### src/rtl/adder_pkg.sv
// Shared types and helpers for the digit-serial adder.
//   state_t : FSM encoding {IDLE, RUN, DONE}
//   ndig()  : digits per operation (WIDTH / DIGIT)
//   cnt_w() : digit counter width, at least one bit
package adder_pkg;

    typedef enum logic [1:0] {
        IDLE = 2'd0,
        RUN  = 2'd1,
        DONE = 2'd2
    } state_t;

    function automatic int unsigned ndig(input int unsigned width, input int unsigned digit);
        return width / digit;
    endfunction

    // $clog2(1) is 0; keep a one-bit counter for the single-digit case
    function automatic int unsigned cnt_w(input int unsigned width, input int unsigned digit);
        return (ndig(width, digit) > 1) ? $clog2(ndig(width, digit)) : 1;
    endfunction

endpackage

### src/rtl/adder_digit.sv
// Combinational DIGIT-bit ripple slice built from full-adder cells.
// Ports:
//   x, y     : DIGIT-bit operand digits
//   cin      : carry into the digit LSB
//   s        : DIGIT-bit sum digit
//   cout     : carry out of the digit MSB
//   c_msb_in : carry into the digit MSB (for signed overflow)
module adder_digit #(
    parameter int unsigned DIGIT = 2
) (
    input  logic [DIGIT-1:0] x,
    input  logic [DIGIT-1:0] y,
    input  logic             cin,
    output logic [DIGIT-1:0] s,
    output logic             cout,
    output logic             c_msb_in
);

    logic c;

    // Ripple through the digit, remembering the carry entering the top bit
    always_comb begin
        c        = cin;
        s        = '0;
        c_msb_in = cin;
        for (int i = 0; i < int'(DIGIT); i++) begin
            if (i == int'(DIGIT) - 1) begin
                c_msb_in = c;
            end
            s[i] = x[i] ^ y[i] ^ c;
            c    = (x[i] & y[i]) | (c & (x[i] ^ y[i]));
        end
        cout = c;
    end

endmodule

### src/rtl/digit_serial_adder.sv
// Multi-cycle adder/subtractor: WIDTH-bit operands processed DIGIT bits per
// clock through one reused ripple slice, with a one-cycle done strobe.
// Optional feature macro: ADDER_OVF_EN (enables the signed overflow flag;
// without it ovf is tied low).
// Ports:
//   clk, reset : clock, synchronous active-high reset
//   start      : request, accepted in IDLE or DONE
//   sub        : 0 = a+b, 1 = a-b (sampled with start)
//   a, b       : operands (sampled with start)
//   busy       : digits being processed
//   done       : one-cycle result-valid strobe
//   sum        : result, cleared on an accepted start
//   cout       : carry out of the MSB (for sub: 1 = no borrow)
//   ovf        : two's-complement overflow
module digit_serial_adder
    import adder_pkg::*;
#(
    parameter int unsigned WIDTH = 8,
    parameter int unsigned DIGIT = 2
) (
    input  logic             clk,
    input  logic             reset,
    input  logic             start,
    input  logic             sub,
    input  logic [WIDTH-1:0] a,
    input  logic [WIDTH-1:0] b,
    output logic             busy,
    output logic             done,
    output logic [WIDTH-1:0] sum,
    output logic             cout,
    output logic             ovf
);

    localparam int unsigned NDIG  = ndig(WIDTH, DIGIT);
    localparam int unsigned CNT_W = cnt_w(WIDTH, DIGIT);
    localparam logic [CNT_W-1:0] LAST = CNT_W'(NDIG - 1);

    state_t           state;
    state_t           state_nx;
    logic             accept_c;
    logic             busy_nx;
    logic             done_nx;
    logic [CNT_W-1:0] cnt;
    logic             carry;
    logic [WIDTH-1:0] a_q;
    logic [WIDTH-1:0] b_q;
    logic [DIGIT-1:0] dig_s;
    logic             dig_cout;
    logic             dig_c_msb;

    adder_digit #(.DIGIT(DIGIT)) u_digit (
        .x        (a_q[cnt*DIGIT +: DIGIT]),
        .y        (b_q[cnt*DIGIT +: DIGIT]),
        .cin      (carry),
        .s        (dig_s),
        .cout     (dig_cout),
        .c_msb_in (dig_c_msb)
    );

    // State register
    always_ff @(posedge clk) begin
        if (reset) begin
            state <= IDLE;
        end else begin
            state <= state_nx;
        end
    end

    // Next state; start is only honoured in IDLE or DONE (back-to-back)
    always_comb begin
        state_nx = state;
        accept_c = 1'b0;
        case (state)
            IDLE: begin
                if (start) begin
                    accept_c = 1'b1;
                    state_nx = RUN;
                end
            end
            RUN: begin
                if (cnt == LAST) begin
                    state_nx = DONE;
                end
            end
            DONE: begin
                if (start) begin
                    accept_c = 1'b1;
                    state_nx = RUN;
                end else begin
                    state_nx = IDLE;
                end
            end
            default: state_nx = IDLE;
        endcase
        busy_nx = (state_nx == RUN);
        done_nx = (state_nx == DONE);
    end

    // Datapath: capture on accept, one digit per RUN cycle
    always_ff @(posedge clk) begin
        if (reset) begin
            busy  <= 1'b0;
            done  <= 1'b0;
            sum   <= '0;
            cout  <= 1'b0;
            cnt   <= '0;
            carry <= 1'b0;
            a_q   <= '0;
            b_q   <= '0;
        end else begin
            busy <= busy_nx;
            done <= done_nx;
            if (accept_c) begin
                a_q   <= a;
                b_q   <= b ^ {WIDTH{sub}};
                carry <= sub;
                cnt   <= '0;
                sum   <= '0;
            end else if (state == RUN) begin
                sum[cnt*DIGIT +: DIGIT] <= dig_s;
                carry                   <= dig_cout;
                cnt                     <= cnt + CNT_W'(1);
                if (cnt == LAST) begin
                    cout <= dig_cout;
                end
            end
        end
    end

`ifdef ADDER_OVF_EN
    // Overflow: carry into MSB differs from carry out of MSB
    always_ff @(posedge clk) begin
        if (reset) begin
            ovf <= 1'b0;
        end else if (state == RUN && cnt == LAST && !accept_c) begin
            ovf <= dig_c_msb ^ dig_cout;
        end
    end
`else
    logic unused_c_msb;
    assign unused_c_msb = dig_c_msb;
    assign ovf          = 1'b0;
`endif

endmodule

### config.mk
export PLATFORM = sky130hd
export DESIGN_NAME = digit_serial_adder
export DESIGN_NICKNAME = d
export VERILOG_FILES = /design/src/rtl/adder_pkg.sv /design/src/rtl/adder_digit.sv /design/src/rtl/digit_serial_adder.sv
export SDC_FILE = /design/constraint.sdc
export NUM_CORES = 1
export LEC_CHECK = 0
export CORE_ASPECT_RATIO = 2
export CORE_UTILIZATION = 40
export CTS_CLUSTER_DIAMETER = 80
export DETAILED_ROUTE_END_ITERATION = 8
export DONT_BUFFER_PORTS = 1
export GPL_TIMING_DRIVEN = 0
export HOLD_SLACK_MARGIN = 0.03
export PLACE_DENSITY = 0.63
export SLEW_MARGIN = 20
export SYNTH_ARGS = -nofsm -noshare
export SYNTH_HDL_FRONTEND = slang
export SYNTH_HIERARCHICAL = 1
export SYNTH_SLANG_ARGS = --single-unit
### constraint.sdc
create_clock -name clk -period 3.9 [get_ports clk]
set_clock_uncertainty 0.15 [all_clocks]
set_input_delay 0.78 -clock clk [delete_from_list [all_inputs] [get_ports clk]]
set_output_delay 0.78 -clock clk [all_outputs]
set_load 0.05 [all_outputs]
==> results.py, run 1 <==
metrics = {
    "die": {
        "die_y_um": 90.1,
        "fp.dieArea_um2": 4150,
        "die-width_um": 46.1,
        "num_io_pins": 32,
        "rows": 31,
        "start_util_pct": 42.6,
        "core_region_area_um2": 3650,
    },
    "layout": {
        "final_util_pct": 46.8,
        "num_antenna_cells": 0,
        "finalNonFillerCells": 217,
        "seqCellArea_um2": 641,
        "fin_nets": 195,
        "layout-drive-gt1-share_pct": 16.1,
        "area_growth_pct": 9.99,
        "multi_input_area_um2": 822,
        "fillers": 367,
    },
    "setup_path": {
        "cp_common_cell": "fa_1",
        "cp_slowest_stage_delay_ps": 580,
        "cp_cell_sequence": "buf_6 -> mux4_2 -> fa_1 -> fa_1 -> nor4bb_1 -> nand3_1 -> a21oi_1",
        "r2r_slack_ps": 800,
        "worstSetupEndpointType": "flop",
        "cp-start-kind": "flop",
        "cp_data_arrival_time_ps": 3160,
        "required_ps": 3960,
        "cpMaxStageDelayCell": "fa_1",
        "path_class": "reg2reg",
        "crit_fanout": 10,
    },
    "cts": {
        "clock_latency_ps": 280,
        "h-tree-depth": 2,
        "cts_buffer_depth": 2,
        "cts_post_setup_buffers_inserted": 0,
        "clockRootBuffer": "clkbuf_8",
        "post_cts_resized": 0,
        "path_clk_slew_ps": 70,
        "cts_buffers": 5,
        "cts.sinks": 32,
        "postCtsHoldBufs": 0,
        "cts_tree": "built",
    },
    "logic_synthesis": {
        "synth_nets": 188,
        "syn_area_per_cell_um2": 9.70,
        "synthDistinctLibCells": 27,
        "yosysSeqAreaShare_pct": 41.3,
        "synth-seq-cells": 32,
        "yosys_warnings": 6,
        "synthesis.area_um2": 1550,
        "syn-instance-count": 160,
    },
    "sta": {
        "worst_slew_pin_slew_ps": 572,
        "hold_slack_ps": 306,
        "period_share_pct": 79.5,
        "setup_viol": 0,
        "hold_viol_final": 0,
        "timing.final.max_slew_violations": 0,
        "fin_crit_ps": 3100,
        "fin_tns_setup_ps": 0,
        "timing.fmax_mhz": 323,
        "slew_headroom_pct": 61.9,
        "postLayoutSetupSlackWorst_ps": 801,
        "rsz0062_at_grt": "false",
    },
    "drt": {
        "drc": 0,
        "vias": 1121,
        "final_antenna_net_count": 0,
        "firstDrtPassIters": 4,
        "finalWirelength_mm": 2.83,
        "wl_per_cell_um": 13.0,
        "drt_iter0_markers": 16,
        "via_per_inst": 5.17,
    },
    "run_status": {
        "outcome": "finished, final reports clean",
    },
    "global_routing": {
        "grt_pass1_wl_mm": 4.95,
        "grt_overflow": 0,
        "antenna_found_initial": 0,
        "grt_util_all_layers_pct": 16.3,
        "grt_max_degree": 11,
        "grt_pass1_vias": 1210,
    },
    "run": {
        "maxCapViolCount": 0,
    },
    "pwr": {
        "power_density_nw_per_um2": 428,
        "vdd_ir_drop_max_uv": 389,
        "p_leak_uw": 0.000605,
    },
    "placed_design": {
        "post-place-cells": 209,
        "hpwlAfterDp_mm": 2.23,
        "gp_congestion": 0.819,
        "place_ws_ps": 821,
        "numPortBuffers": 0,
    },
    "hold_path": {
        "min_path_type": "reg2reg",
    },
}
==> per-stage QoR <==
step	cell area (µm²)	total power, µW
after floorplan	1550	458
after detailed placement	1610	481
after global routing	1710	765
after global placement	1610	476
after CTS	1710	739
final	1710	732
==> final timing paths <==
check                             from      to  cells past startpoint
worst max-delay path            cnt[0]  sum[5]                      7
worst min-delay path            a_q[4]  a_q[4]                      2
worst max register to register  cnt[0]  sum[5]                      7
worst min register to register  a_q[4]  a_q[4]                      2
==> power by group <==
group          internal, µW  total, µW  leakage, µW  switching (µW)
clock                   143        258    0.0000445             115
sequential              344        362     0.000262            18.1
combinational          52.3        111     0.000298            58.6
==> kinds of logic (layout without fill, tap and decap cells) <==
group | count (synthesis) | count (layout) | share of synthesized area [%]
AND/OR/NAND/NOR | 63 | 63 | 21.0
multiplexers | 6 | 6 | 7.09
AO/OA/AOI/OAI | 28 | 28 | 12.1
adder cells (fa/ha/maj) | 8 | 8 | 7.41
XOR/XNOR | 9 | 9 | 5.08
other | 1 | 1 | 0.242
flip-flops | 32 | 32 | 41.3
buffers and inverters | 13 | 21 | 5.80
==> registers in the layout, indices dropped and copies added (netlist names) <==
signal  cells
done        1
b_q         8
cout        1
a_q         8
carry       1
sum         8
state       2
cnt         2
busy        1
==> synthesized netlist by cell type, drive strengths merged <==
cell | n | area (µm²)
dfxtp | 32 | 641
nand2 | 25 | 93.8
a21oi | 19 | 95.1
nor2 | 13 | 48.8
a211oi | 9 | 92.6
xnor2 | 9 | 78.8
buf | 8 | 70.1
ha | 6 | 75.1
nand3 | 5 | 25.0
nand3b | 5 | 37.5
mux4 | 4 | 90.1
nand4 | 4 | 25.0
nor4bb | 4 | 40.0
clkbuf | 3 | 12.5
nand2b | 3 | 18.8
fa | 2 | 40.0
inv | 2 | 7.51
mux2i | 2 | 20.0
and2b | 1 | 10.0
and3b | 1 | 8.76
conb | 1 | 3.75
nor2b | 1 | 6.26
nor3b | 1 | 12.5
==> placed cells by master (no fill, tap or decap), drive strengths merged <==
| master | n |
|---|---|
| dfxtp | 32 |
| nand2 | 25 |
| a21oi | 19 |
| nor2 | 13 |
| clkbuf | 10 |
| xnor2 | 9 |
| a211oi | 9 |
| buf | 8 |
| ha | 6 |
| nand3b | 5 |
| nand3 | 5 |
| mux4 | 4 |
| nand4 | 4 |
| nor4bb | 4 |
| nand2b | 3 |
| inv | 2 |
| mux2i | 2 |
| fa | 2 |
| nor2b | 1 |
| and2b | 1 |
| nor3b | 1 |
| and3b | 1 |
| conb | 1 |
| clkinvlp | 1 |
==> layer usage <==
layer / global-route usage [%] / share of wire (%)
met5: 0 / 0
met4: 9.56 / 2.7
met3: 4.62 / 4.1
met2: 29.1 / 58
met1: 14.6 / 35
==> area by class of cell <==
type	count	area share, %
clock buffers	7	5.05
clock inverters	1	0.440
flip-flops and latches	32	37.5
inverters	2	0.440
plain buffers	11	4.84
well taps	49	3.59
multi-input cells	115	48.1
==> critical path: cells and delay by family (launching register included) <==
family	cells	cell delay (ps)
multiplexers	1	530
adder cells (fa/ha/maj)	2	1030
flip-flops	1	520
buffers and inverters	1	200
AND/OR/NAND/NOR	2	450
AO/OA/AOI/OAI	1	140
(Power assumes the default switching activity.)
==> run 2: changes to the inputs <==
Clock period 3.9 ns to 3.2 ns, I/O delays scaled along.
==> results.py, run 2 (same netlist as run 1, synthesis figures left out) <==
metrics = {
    "sta": {
        "fin_crit_ps": 2980,
        "rsz0062_at_grt": "false",
        "timing.final.max_slew_violations": 0,
        "postLayoutSetupSlackWorst_ps": 218,
        "period_share_pct": 93.2,
        "worst_slew_pin_slew_ps": 572,
        "hold_viol_final": 0,
        "slew_headroom_pct": 61.9,
        "setup_viol": 0,
        "fin_tns_setup_ps": 0,
        "timing.fmax_mhz": 335,
    },
    "placed_design": {
        "place_ws_ps": 121,
        "gp_congestion": 0.819,
        "hpwlAfterDp_mm": 2.23,
        "numPortBuffers": 0,
    },
    "pwr": {
        "internal-power_uw": 658,
        "p_leak_uw": 0.000605,
        "clockPowerShare_pct": 35.3,
        "p_seq_share_pct": 49.5,
        "p_sw_uw": 234,
        "pwr-share-comb_pct": 15.2,
        "vdd_ir_drop_max_uv": 475,
        "power_density_nw_per_um2": 522,
        "swShare_pct": 26.2,
    },
    "layout": {
        "fin_nets": 195,
        "multi_input_area_um2": 822,
        "area_growth_pct": 10.1,
        "reg_top3": "a_q x8, b_q x8, sum x8",
        "final_cell_mix": "31 x dfxtp_1, 25 x nand2_1, 19 x a21oi_1",
        "layout_commonest_cell": "dfxtp_1",
        "fillers": 366,
        "seqCellArea_um2": 642,
        "layout-drive-gt1-share_pct": 16.7,
        "num_antenna_cells": 0,
    },
    "die": {
        "core_region_area_um2": 3650,
        "fp.dieArea_um2": 4150,
        "start_util_pct": 42.6,
        "die-width_um": 46.1,
        "die_y_um": 90.1,
        "rows": 31,
        "num_io_pins": 32,
    },
    "setup_path": {
        "cp_data_arrival_time_ps": 3040,
        "cp_slowest_stage_delay_ps": 580,
        "crit_fanout": 10,
        "worstSetupEndpointType": "flop",
        "cp_cell_sequence": "buf_6 -> mux4_2 -> fa_1 -> fa_1 -> nor4bb_1 -> nand3_1 -> a21oi_1",
        "path_buf_inv": 1,
        "cp_common_cell": "fa_1",
        "required_ps": 3260,
        "cp-start-kind": "flop",
        "path_class": "reg2reg",
        "cpMaxStageDelayCell": "fa_1",
        "cpLargestDelayFamily": "adder cells",
    },
    "cts": {
        "cts.sinks": 32,
        "path_clk_slew_ps": 70,
        "clockRootBuffer": "clkbuf_8",
        "clock_latency_ps": 280,
        "h-tree-depth": 2,
        "cts_tree": "built",
        "cts_buffers": 5,
        "postCtsHoldBufs": 0,
        "post_cts_resized": 0,
        "cts_post_setup_buffers_inserted": 0,
        "cts_buffer_depth": 2,
    },
    "drt": {
        "final_antenna_net_count": 0,
        "finalWirelength_mm": 2.83,
        "drc": 0,
        "drt_iter0_markers": 16,
        "via_per_inst": 5.17,
        "wl_per_cell_um": 13.0,
        "vias": 1121,
        "firstDrtPassIters": 4,
    },
    "run": {
        "maxCapViolCount": 0,
    },
    "global_routing": {
        "grt_overflow": 0,
        "grt_pass1_vias": 1210,
        "antenna_found_initial": 0,
        "grt_max_degree": 11,
        "grt_pass1_wl_mm": 4.95,
        "grt_util_all_layers_pct": 16.3,
    },
    "hold_path": {
        "min_path_type": "in2reg",
    },
    "run_status": {
        "outcome": "finished, final reports clean",
    },
}
==> run 2: worst paths after layout <==
path                from      to  slack (ps)  cells after the start
setup reg to reg  cnt[0]  sum[5]         220                      7
hold / removal     reset  b_q[0]         270                      1
hold reg to reg   a_q[4]  a_q[4]         310                      2
setup / recovery  cnt[0]  sum[5]         220                      7
==> run 2: layout make-up <==
cell class / instances / share of cell area [%]
Clock buffer: 7 / 5.05
Inverter: 2 / 0.439
Sequential cell: 32 / 37.6
Buffer: 11 / 4.83
Tap cell: 49 / 3.59
Multi-Input combinational cell: 115 / 48.1
Clock inverter: 1 / 0.439
==> run 2: worst reg2reg max path, stage by stage, from the launching register on <==
cell and delay (ps):
dfxtp_2 430, buf_6 170, mux4_2 530, fa_1 450, fa_1 580, nor4bb_1 330
nand3_1 120, a21oi_1 140
==> run 2: power by group through the flow <==
| stage | combinational (µW) | sequential (µW) | clock (µW) |
|---|---|---|---|
| after floorplan | 113 | 446 | 0 |
| after global placement | 130 | 450 | 0 |
| after detailed placement | 135 | 451 | 0 |
| after CTS | 136 | 442 | 323 |
| after global routing | 148 | 445 | 340 |
| final | 135 | 442 | 315 |
==> run 2: routing by layer <==
metal,GRT usage (%),part of all wire (%),vias to the layer above
li1,-,-,569
met1,14.6,35,519
met2,29.1,58,27
met3,4.62,4.1,6
met4,9.56,2.7,0
met5,0,0,-
==> run 2: stage by stage <==
stage | hold slack [ps] | total power, µW | util, % | area [µm²] | std cells
2_1_floorplan | 283 | 558 | - | 1550 | 160
3_3_place_gp | 293 | 580 | 44.3 | 1610 | 209
3_5_place_dp | 300 | 586 | 44.3 | 1610 | 209
4_1_cts | 260 | 900 | 46.8 | 1710 | 217
5_1_grt | 260 | 933 | 46.9 | 1710 | 217
6_report | 271 | 892 | 46.9 | 1710 | 217
==> run 3: changes to the inputs <==
Settings changed: GPL_TIMING_DRIVEN 0 to unset, PLACE_DENSITY 0.63 to unset, PLACE_DENSITY_LB_ADDON set to 0.25, SYNTH_HIERARCHICAL 1 to unset.
==> results.py, run 3 <==
metrics = {
    "sta": {
        "setup_viol": 0,
        "fin_crit_ps": 2590,
        "rsz0062_at_grt": "false",
        "hold_slack_ps": 268,
        "hold_viol_final": 0,
        "period_share_pct": 81.0,
        "timing.fmax_mhz": 386,
        "postLayoutSetupSlackWorst_ps": 608,
        "slew_headroom_pct": 65.4,
        "timing.final.max_slew_violations": 0,
        "worst_slew_pin_slew_ps": 518,
        "fin_tns_setup_ps": 0,
    },
    "pwr": {
        "p_leak_uw": 0.000580,
        "power_density_nw_per_um2": 535,
        "vdd_ir_drop_max_uv": 311,
    },
    "logic_synthesis": {
        "yosys_warnings": 0,
        "synthTopCellsByArea": "dfxtp_1 41%, a21oi_1 6.1%, nand2_1 6.0%",
        "synth-seq-cells": 32,
        "syn-instance-count": 160,
        "syn_area_per_cell_um2": 9.73,
        "synth_most_common_cell": "dfxtp_1",
        "synthDistinctLibCells": 28,
        "synth_edf_count": 0,
        "yosysSeqAreaShare_pct": 41.2,
        "synth_nets": 188,
        "synthFlopType": "dfxtp_1",
        "async_reset_ff_share_pct": 0,
        "yosysTopAreaCell": "dfxtp_1",
        "synth_top_area_share_pct": 41.2,
        "yosys-top-cells-count": "32 x dfxtp_1, 25 x nand2_1, 19 x a21oi_1, 13 x nor2_1, 9 x xnor2_1",
        "synthesis.area_um2": 1560,
    },
    "layout": {
        "layout_commonest_cell": "dfxtp_1",
        "area_growth_pct": 6.51,
        "final_cell_mix": "32 x dfxtp_1, 25 x nand2_1, 19 x a21oi_1",
        "reg_top3": "a_q x8, b_q x8, sum x8",
        "layout-drive-gt1-share_pct": 15.1,
        "finalNonFillerCells": 208,
        "num_antenna_cells": 0,
        "fillers": 378,
        "fin_nets": 187,
    },
    "setup_path": {
        "reg2reg_from": "cnt[0]",
        "worstSetupEndpointType": "flop",
        "r2r-end": "sum[5]",
        "cp-start-kind": "flop",
        "worstRegToRegCells": 7,
        "crit_fanout": 14,
        "cp_data_arrival_time_ps": 2650,
        "path_class": "reg2reg",
        "r2r_slack_ps": 610,
        "required_ps": 3260,
    },
    "cts": {
        "cts_buffer_depth": 2,
        "clockRootBuffer": "clkbuf_8",
        "h-tree-depth": 2,
        "post_cts_resized": 0,
        "postCtsHoldBufs": 0,
        "path_clk_slew_ps": 70,
        "clock_latency_ps": 280,
        "cts_post_setup_buffers_inserted": 0,
        "cts_buffers": 5,
        "cts.sinks": 32,
        "cts_tree": "built",
    },
    "die": {
        "rows": 31,
        "num_io_pins": 32,
        "fp.dieArea_um2": 4160,
        "start_util_pct": 42.2,
        "core_region_area_um2": 3680,
        "die_y_um": 90.2,
        "die-width_um": 46.1,
    },
    "hold_path": {
        "hp-start": "reset",
        "min_path_type": "in2reg",
        "hold_depth": 1,
        "holdPathEnd": "b_q[0]",
    },
    "placed_design": {
        "place_ws_ps": 620,
        "post-place-cells": 201,
        "gp_congestion": 0.798,
        "numPortBuffers": 0,
        "hpwlAfterDp_mm": 2.27,
    },
    "global_routing": {
        "grt-busiest-layer": "met2",
        "grt_pass1_vias": 1066,
        "grtUsageMet2_pct": 26.1,
        "grt_util_all_layers_pct": 15.5,
        "grt.met3_usage_pct": 5.02,
        "grt_overflow": 0,
        "antenna_found_initial": 0,
        "use_met1_pct": 14.9,
        "grt_pass1_wl_mm": 4.63,
        "grt_max_degree": 25,
    },
    "drt": {
        "drt_iter0_markers": 25,
        "drc": 0,
        "firstDrtPassIters": 2,
        "vias": 1086,
        "final_antenna_net_count": 0,
        "via_per_inst": 5.22,
        "wl_per_cell_um": 14.0,
        "finalWirelength_mm": 2.92,
    },
    "run_status": {
        "outcome": "finished, final reports clean",
    },
    "run": {
        "maxCapViolCount": 0,
    },
}
## run 3: cell count changes after synthesis
cell,change
and4bb_2,+3
buf_4,+1
buf_6,-1
nor4bb_1,-3
## run 3: cell type report
| class | instances | area (µm²) | share of cell area [%] |
|---|---|---|---|
| Sequential cell | 32 | 641 | 38.6 |
| Timing Repair Buffer | 3 | 22.5 | 1.36 |
| Clock buffer | 7 | 96.3 | 5.81 |
| Multi-Input combinational cell | 115 | 830 | 50.0 |
| Tap cell | 49 | 61.3 | 3.70 |
| Inverter | 2 | 7.51 | 0.453 |
## run 3: power breakdown
group	internal, µW	total (µW)	switching (µW)
Clock	191	331	140
Sequential	419	441	21.5
Combinational	53.3	114	60.9
Total	664	886	222
## run 3: how the worst max path moves through the flow
| stage | startpoint | cells past startpoint | end |
|---|---|---|---|
| after floorplan | cnt[1] | 6 | sum[1] |
| after global placement | cnt[0] | 6 | sum[1] |
| after detailed placement | cnt[0] | 7 | sum[5] |
| after CTS | cnt[0] | 7 | sum[5] |
| after global routing | cnt[0] | 7 | sum[5] |
| final | cnt[0] | 7 | sum[5] |
## run 3: metrics by stage
| stage | cell area (µm²) | total power [µW] | utilization (%) |
|---|---|---|---|
| 2_1_floorplan | 1560 | 556 | - |
| 3_3_place_gp | 1560 | 560 | 42.4 |
| 3_5_place_dp | 1560 | 566 | 42.4 |
| 4_1_cts | 1660 | 897 | 45.0 |
| 5_1_grt | 1660 | 927 | 45.0 |
| 6_report | 1660 | 886 | 45.0 |
## run 3: logic make-up (layout without fill, tap and decap cells)
group | count (synthesis) | in the layout | share of synthesized area (%)
flops | 32 | 32 | 41.2
simple gates | 63 | 63 | 21.5
compound gates | 28 | 28 | 12.1
mux | 6 | 6 | 7.07
fa+ha+maj | 8 | 8 | 7.40
buf+inv | 13 | 12 | 5.55
other cells | 1 | 1 | 0.241
xor+xnor | 9 | 9 | 5.06
## run 3: worst max-delay path, cell delays in order (launching register included)
cell      delay [ps]
dfxtp_1          350
buf_4            210
mux4_2           340
fa_1             420
fa_1             560
and4bb_2         230
nand3_1           90
a21oi_1          150
## run 3: per-layer routing
metal	part of all wire, %	vias to the layer above
li1	-	549
met5	0	-
met1	35	501
met3	4.3	9
met2	58	27
met4	2.7	0
